### config.mk
export PLATFORM = sky130hd
export DESIGN_NAME = logic_rule_prober
export DESIGN_NICKNAME = d
export VERILOG_FILES = /design/src/rtl/logic_rule_prober.sv
export SDC_FILE = /design/constraint.sdc
export NUM_CORES = 1
export LEC_CHECK = 0
export CORE_MARGIN = 2
export CORE_UTILIZATION = 55
export DETAILED_ROUTE_END_ITERATION = 8
export PLACE_DENSITY = 0.93
export SLEW_MARGIN = 10
export SYNTH_ARGS = -nofsm -noshare
export SYNTH_HDL_FRONTEND = slang
export SYNTH_SLANG_ARGS = --single-unit
### constraint.sdc
create_clock -name clk -period 3.1 [get_ports clk]
set_input_delay 0.31 -clock clk [delete_from_list [all_inputs] [get_ports clk]]
set_output_delay 0.31 -clock clk [all_outputs]
set_load 0.02 [all_outputs]
### src/rtl/logic_rule_prober.sv
// logic_rule_prober: sweeps a 3-input rule module through all 8 input
// vectors, samples its output after a settle window and reports the observed
// truth-table code against EXPECTED_CODE.
// Optional feature macro: STABILITY_CHECK_EN (double-sample each row and flag
// rows whose output moved during the last two settle cycles).
module logic_rule_prober #(
  parameter int          SETTLE_CYCLES = 4,
  parameter logic [7:0]  EXPECTED_CODE = 8'h6A
) (
  input  logic       clk,
  input  logic       rst_n,
  input  logic       start,
  input  logic       abort,
  input  logic       dut_out,
  output logic [2:0] drive,
  output logic       busy,
  output logic       done,
  output logic [7:0] rule_code,
  output logic       match,
  output logic [7:0] mismatch_mask,
  output logic [7:0] unstable_mask
);

  localparam int CW = $clog2(SETTLE_CYCLES + 1);
  localparam logic [CW-1:0] RELOAD = CW'(SETTLE_CYCLES - 1);

  typedef enum logic [1:0] {IDLE, SETTLE, SAMPLE_NEXT, DONE} state_t;

  // With a one-cycle window the counter is already 0 on load, so the row
  // goes straight to its sample cycle.
  localparam state_t FIRST = (SETTLE_CYCLES == 1) ? SAMPLE_NEXT : SETTLE;

  if (SETTLE_CYCLES < 1 || SETTLE_CYCLES > 65535) begin : g_bad_range
    $error("logic_rule_prober: SETTLE_CYCLES out of range 1..65535");
  end

  state_t        state;
  logic [CW-1:0] cnt;
  logic [7:0]    shadow;
  logic [7:0]    cap_code;
  logic [7:0]    cap_unst;

  // Shadow code with the row currently being sampled merged in.
  always_comb begin
    cap_code        = shadow;
    cap_code[drive] = dut_out;
  end

`ifdef STABILITY_CHECK_EN
  if (SETTLE_CYCLES < 2) begin : g_bad_settle
    $error("logic_rule_prober: STABILITY_CHECK_EN needs SETTLE_CYCLES >= 2");
  end

  logic       prev_s;
  logic [7:0] unst_sh;

  // Instability flags with the current row's comparison merged in.
  always_comb begin
    cap_unst        = unst_sh;
    cap_unst[drive] = (prev_s != dut_out);
  end

  // Early sample on the second-to-last settle cycle, flags collected per row.
  always_ff @(posedge clk or negedge rst_n) begin
    if (!rst_n) begin
      prev_s  <= 1'b0;
      unst_sh <= 8'h00;
    end else if (state == IDLE && start) begin
      unst_sh <= 8'h00;
    end else if (!abort) begin
      if (state == SETTLE && cnt == CW'(1)) prev_s <= dut_out;
      if (state == SAMPLE_NEXT) unst_sh <= cap_unst;
    end
  end
`else
  assign cap_unst = 8'h00;
`endif

  // Sweep sequencer: settle, sample, advance, publish results on DONE.
  always_ff @(posedge clk or negedge rst_n) begin
    if (!rst_n) begin
      state         <= IDLE;
      cnt           <= '0;
      shadow        <= 8'h00;
      drive         <= 3'd0;
      busy          <= 1'b0;
      done          <= 1'b0;
      rule_code     <= 8'h00;
      match         <= 1'b0;
      mismatch_mask <= 8'h00;
      unstable_mask <= 8'h00;
    end else begin
      done <= 1'b0;
      case (state)
        IDLE: begin
          if (start) begin
            busy   <= 1'b1;
            drive  <= 3'd0;
            cnt    <= RELOAD;
            shadow <= 8'h00;
            state  <= FIRST;
          end
        end
        SETTLE: begin
          if (abort) begin
            state <= IDLE;
            busy  <= 1'b0;
            drive <= 3'd0;
            cnt   <= '0;
          end else begin
            cnt <= cnt - 1'b1;
            if (cnt == CW'(1)) state <= SAMPLE_NEXT;
          end
        end
        SAMPLE_NEXT: begin
          if (abort) begin
            state <= IDLE;
            busy  <= 1'b0;
            drive <= 3'd0;
            cnt   <= '0;
          end else begin
            shadow <= cap_code;
            if (drive == 3'd7) begin
              state         <= DONE;
              done          <= 1'b1;
              busy          <= 1'b0;
              drive         <= 3'd0;
              rule_code     <= cap_code;
              mismatch_mask <= cap_code ^ EXPECTED_CODE;
              unstable_mask <= cap_unst;
              match         <= (cap_code == EXPECTED_CODE) && (cap_unst == 8'h00);
            end else begin
              drive <= drive + 3'd1;
              cnt   <= RELOAD;
              state <= FIRST;
            end
          end
        end
        DONE:    state <= IDLE;
        default: state <= IDLE;
      endcase
    end
  end

endmodule
==> flow_metrics.py <==
metrics = {
    "setup_path": {
        "crit_required_ns": 3.33,
        "rrSetupSlack_ns": 0.84,
        "cpPeakStageDelay_ns": 0.43,
        "worstSetupPathType": "flip-flop to flip-flop",
        "cp_top_family": "simple AND/OR/NAND/NOR gates",
        "crit_fanout": 18,
        "endpoint": "match",
        "start_kind": "flip-flop",
        "crit_buf_inv": 2,
        "crit_slowest_cell": "ha_1",
        "end_kind": "flip-flop",
        "worstReg2RegEnd": "match",
        "cp-startpoint": "state[0]",
        "timing.rr.start": "state[0]",
        "r2r_cells": 7,
        "cp_cell_sequence": "inv_1, ha_1, nor2b_1, nand2_2, inv_2, nand2_1, o31ai_2",
        "arrival_ns": 2.49,
        "cp_num_cells": 7,
    },
    "cells_and_area": {
        "diodes": 0,
        "drive_gt1_share_pct": 6.25,
        "nets": 205,
        "fin_cells": 225,
        "area_growth_pct": 14.3,
        "utilization_pct": 65.0,
    },
    "global_routing": {
        "grt_pass1_vias": 1196,
        "grt_usage_pct": 20.2,
        "grt_max_degree": 32,
        "antenna_found_initial": 0,
        "grt_overflow_total": 0,
        "grt_pass1_wl_mm": 5.46,
    },
    "synthesis": {
        "yosysTopAreaCell": "dfrtp_1",
        "synthArstFlopShare_pct": 100,
        "synth-seq-cells": 31,
        "synth-seq-area-share_pct": 45.4,
        "ys_types": 34,
        "synthCells": 170,
        "syn_area_per_cell_um2": 10.1,
        "ys_warn_count": 0,
        "synthFlopType": "dfrtp_1",
        "synth_top_area_share_pct": 45.4,
        "synth_area_leaders": "dfrtp_1 (45%), ha_1 (6.6%), mux2i_1 (5.9%)",
        "synth_edf_count": 0,
        "syn-cell-area_um2": 1710,
    },
    "sta": {
        "maxSlewHeadroom_pct": 62.1,
        "skew_ns": 0.0119,
        "timing.final.crit_share_pct": 72.9,
        "finalMaxSlewViolations": 0,
        "hold_viol": 0,
        "worstMarginPinSlew_ns": 0.564,
        "finalCriticalPeriod_ns": 2.26,
        "fmax_ghz": 0.443,
        "setup-violations-final": 0,
        "rsz0062_at_grt": "no",
        "hold_slack_ns": 0.355,
        "tns_ns": 0,
    },
    "place": {
        "place_hpwl_mm": 2.49,
        "placed_cells": 217,
        "port-buffer-count": 26,
        "gp_congestion": 0.795,
    },
    "die": {
        "initial_core_util_pct": 56.9,
        "die_width_um": 59.7,
        "fp-row-count": 20,
        "ios": 35,
        "fp.dieH_um": 59.7,
        "design.die.area_um2": 3570,
        "fp.coreArea_um2": 3000,
    },
    "clock_tree": {
        "cts_max_level": 2,
        "cts.sinks": 31,
        "postCtsHoldBufs": 0,
        "clock_latency_ns": 0.33,
        "post_cts_buffers": 0,
        "cts_buffer_depth": 2,
        "cts_made_buffers": 5,
        "ctsResizeCount": 0,
        "clk_pin_slew_worst_paths_ns": 0.10,
        "cts_tree": "built",
        "root_buffer": "clkbuf_4",
    },
    "pwr": {
        "powerDensity_nw_per_um2": 583,
        "irDropWorstVdd_uv": 359,
        "power_uw": 1140,
        "leakagePower_uw": 0.000936,
    },
    "route": {
        "drc": 0,
        "num_vias": 1268,
        "routed_via_density": 5.64,
        "drt_iter0_markers": 67,
        "wl_per_cell_um": 14.7,
        "first_pass_iters": 4,
        "drt_wl_total_mm": 3.30,
        "ant_nets": 0,
    },
    "run_status": {
        "status": "complete, no violations",
    },
    "worst_hold_path": {
        "min_path_type": "input port to async pin",
    },
    "job": {
        "cap_violations": 0,
    },
}
-- power by group --
| part | internal (µW) | total (µW) | switching (µW) |
|---|---|---|---|
| logic | 174 | 428 | 255 |
| clock network | 88.3 | 218 | 129 |
| registers | 450 | 494 | 43.5 |
| total | 712 | 1140 | 427 |
-- Yosys cell counts, drive strengths merged, types with 4 or more instances --
cell	instances
clkbuf	4
dfrtp	31
a22o	9
buf	16
o21a	7
mux2i	10
nand2	24
a21oi	6
nand2b	4
o21ai	13
inv	9
nor3b	5
ha	9
-- kinds of logic after synthesis --
family	after synthesis	share of synthesized area, %
simple gates	50	16.0
buf+inv	29	10.2
flops	31	45.4
other cells	1	0.219
compound gates	40	15.7
fa+ha+maj	9	6.59
mux	10	5.86
-- through the flow --
step	setup WS, ns	cell area (µm²)
global route	0.619	1950
detailed placement	0.804	1900
CTS	0.844	1950
global placement	0.903	1900
floorplan	1.37	1740
finish	0.840	1950
-- worst register-to-register path, cell delays in order, from the launching register on --
cell	delay, ns
dfrtp_1	0.42
inv_1	0.13
ha_1	0.43
nor2b_1	0.33
nand2_2	0.17
inv_2	0.28
nand2_1	0.14
o31ai_2	0.26
-- worst min-delay path by stage --
stage	from	to	slack [ns]	cells past startpoint
after floorplan	rst_n	busy	0.01	0
after global placement	mismatch_mask[3]	mismatch_mask[3]	0.46	2
after detailed placement	mismatch_mask[3]	mismatch_mask[3]	0.47	2
after CTS	rst_n	state[0]	0.36	2
after global routing	rst_n	state[0]	0.41	2
final	rst_n	state[0]	0.35	2
-- layout make-up --
| type | instances | area (µm²) |
|---|---|---|
| well taps | 33 | 41.3 |
| repair buffers | 27 | 268 |
| fillers | 236 | 1050 |
| multi-input cells | 117 | 785 |
| clock inverters | 1 | 5.00 |
| flip-flops and latches | 31 | 776 |
| inverters | 9 | 33.8 |
| clock buffers | 7 | 45.0 |
-- flip-flops by register name (all words and copies together) (netlist names) --
register,count
state,2
rule_code,7
busy,1
mismatch_mask,5
cnt,3
match,1
drive,3
shadow,8
done,1
-- layout by cell type (no fill, tap or decap) --
| cell type | n |
|---|---|
| nand2_2 | 1 |
| nor3_1 | 2 |
| clkbuf_4 | 5 |
| nor3b_2 | 1 |
| nand2_1 | 23 |
| nand4b_1 | 1 |
| a211oi_1 | 1 |
| or3_1 | 1 |
| inv_1 | 8 |
| mux2i_1 | 10 |
| o211ai_1 | 2 |
| inv_2 | 1 |
| a21o_1 | 1 |
| nor2b_1 | 3 |
| ha_1 | 9 |
| and3b_1 | 1 |
| nand2b_1 | 4 |
| dfrtp_1 | 31 |
| a21oi_1 | 6 |
| clkdlybuf4s50_1 | 26 |
| nand3_1 | 3 |
| nor3b_4 | 1 |
| conb_1 | 8 |
| buf_4 | 1 |
| o21ai_0 | 12 |
| a22o_1 | 9 |
| o21a_1 | 7 |
| nand3b_1 | 3 |
| clkbuf_1 | 2 |
| nor2_1 | 3 |
| o21ai_1 | 1 |
| o31ai_2 | 1 |
| nor3b_1 | 3 |
| clkinv_2 | 1 |
-- routing by layer --
metal	share of wire (%)	global-route usage (%)	wire, µm	vias to the layer above
met4	1.8	9.52	59	0
li1	-	-	-	599
met1	45	25.4	1480	627
met2	50	33.5	1660	37
met5	0	0	0	-
met3	3.3	3.25	109	5
(Power assumes the default switching activity.)
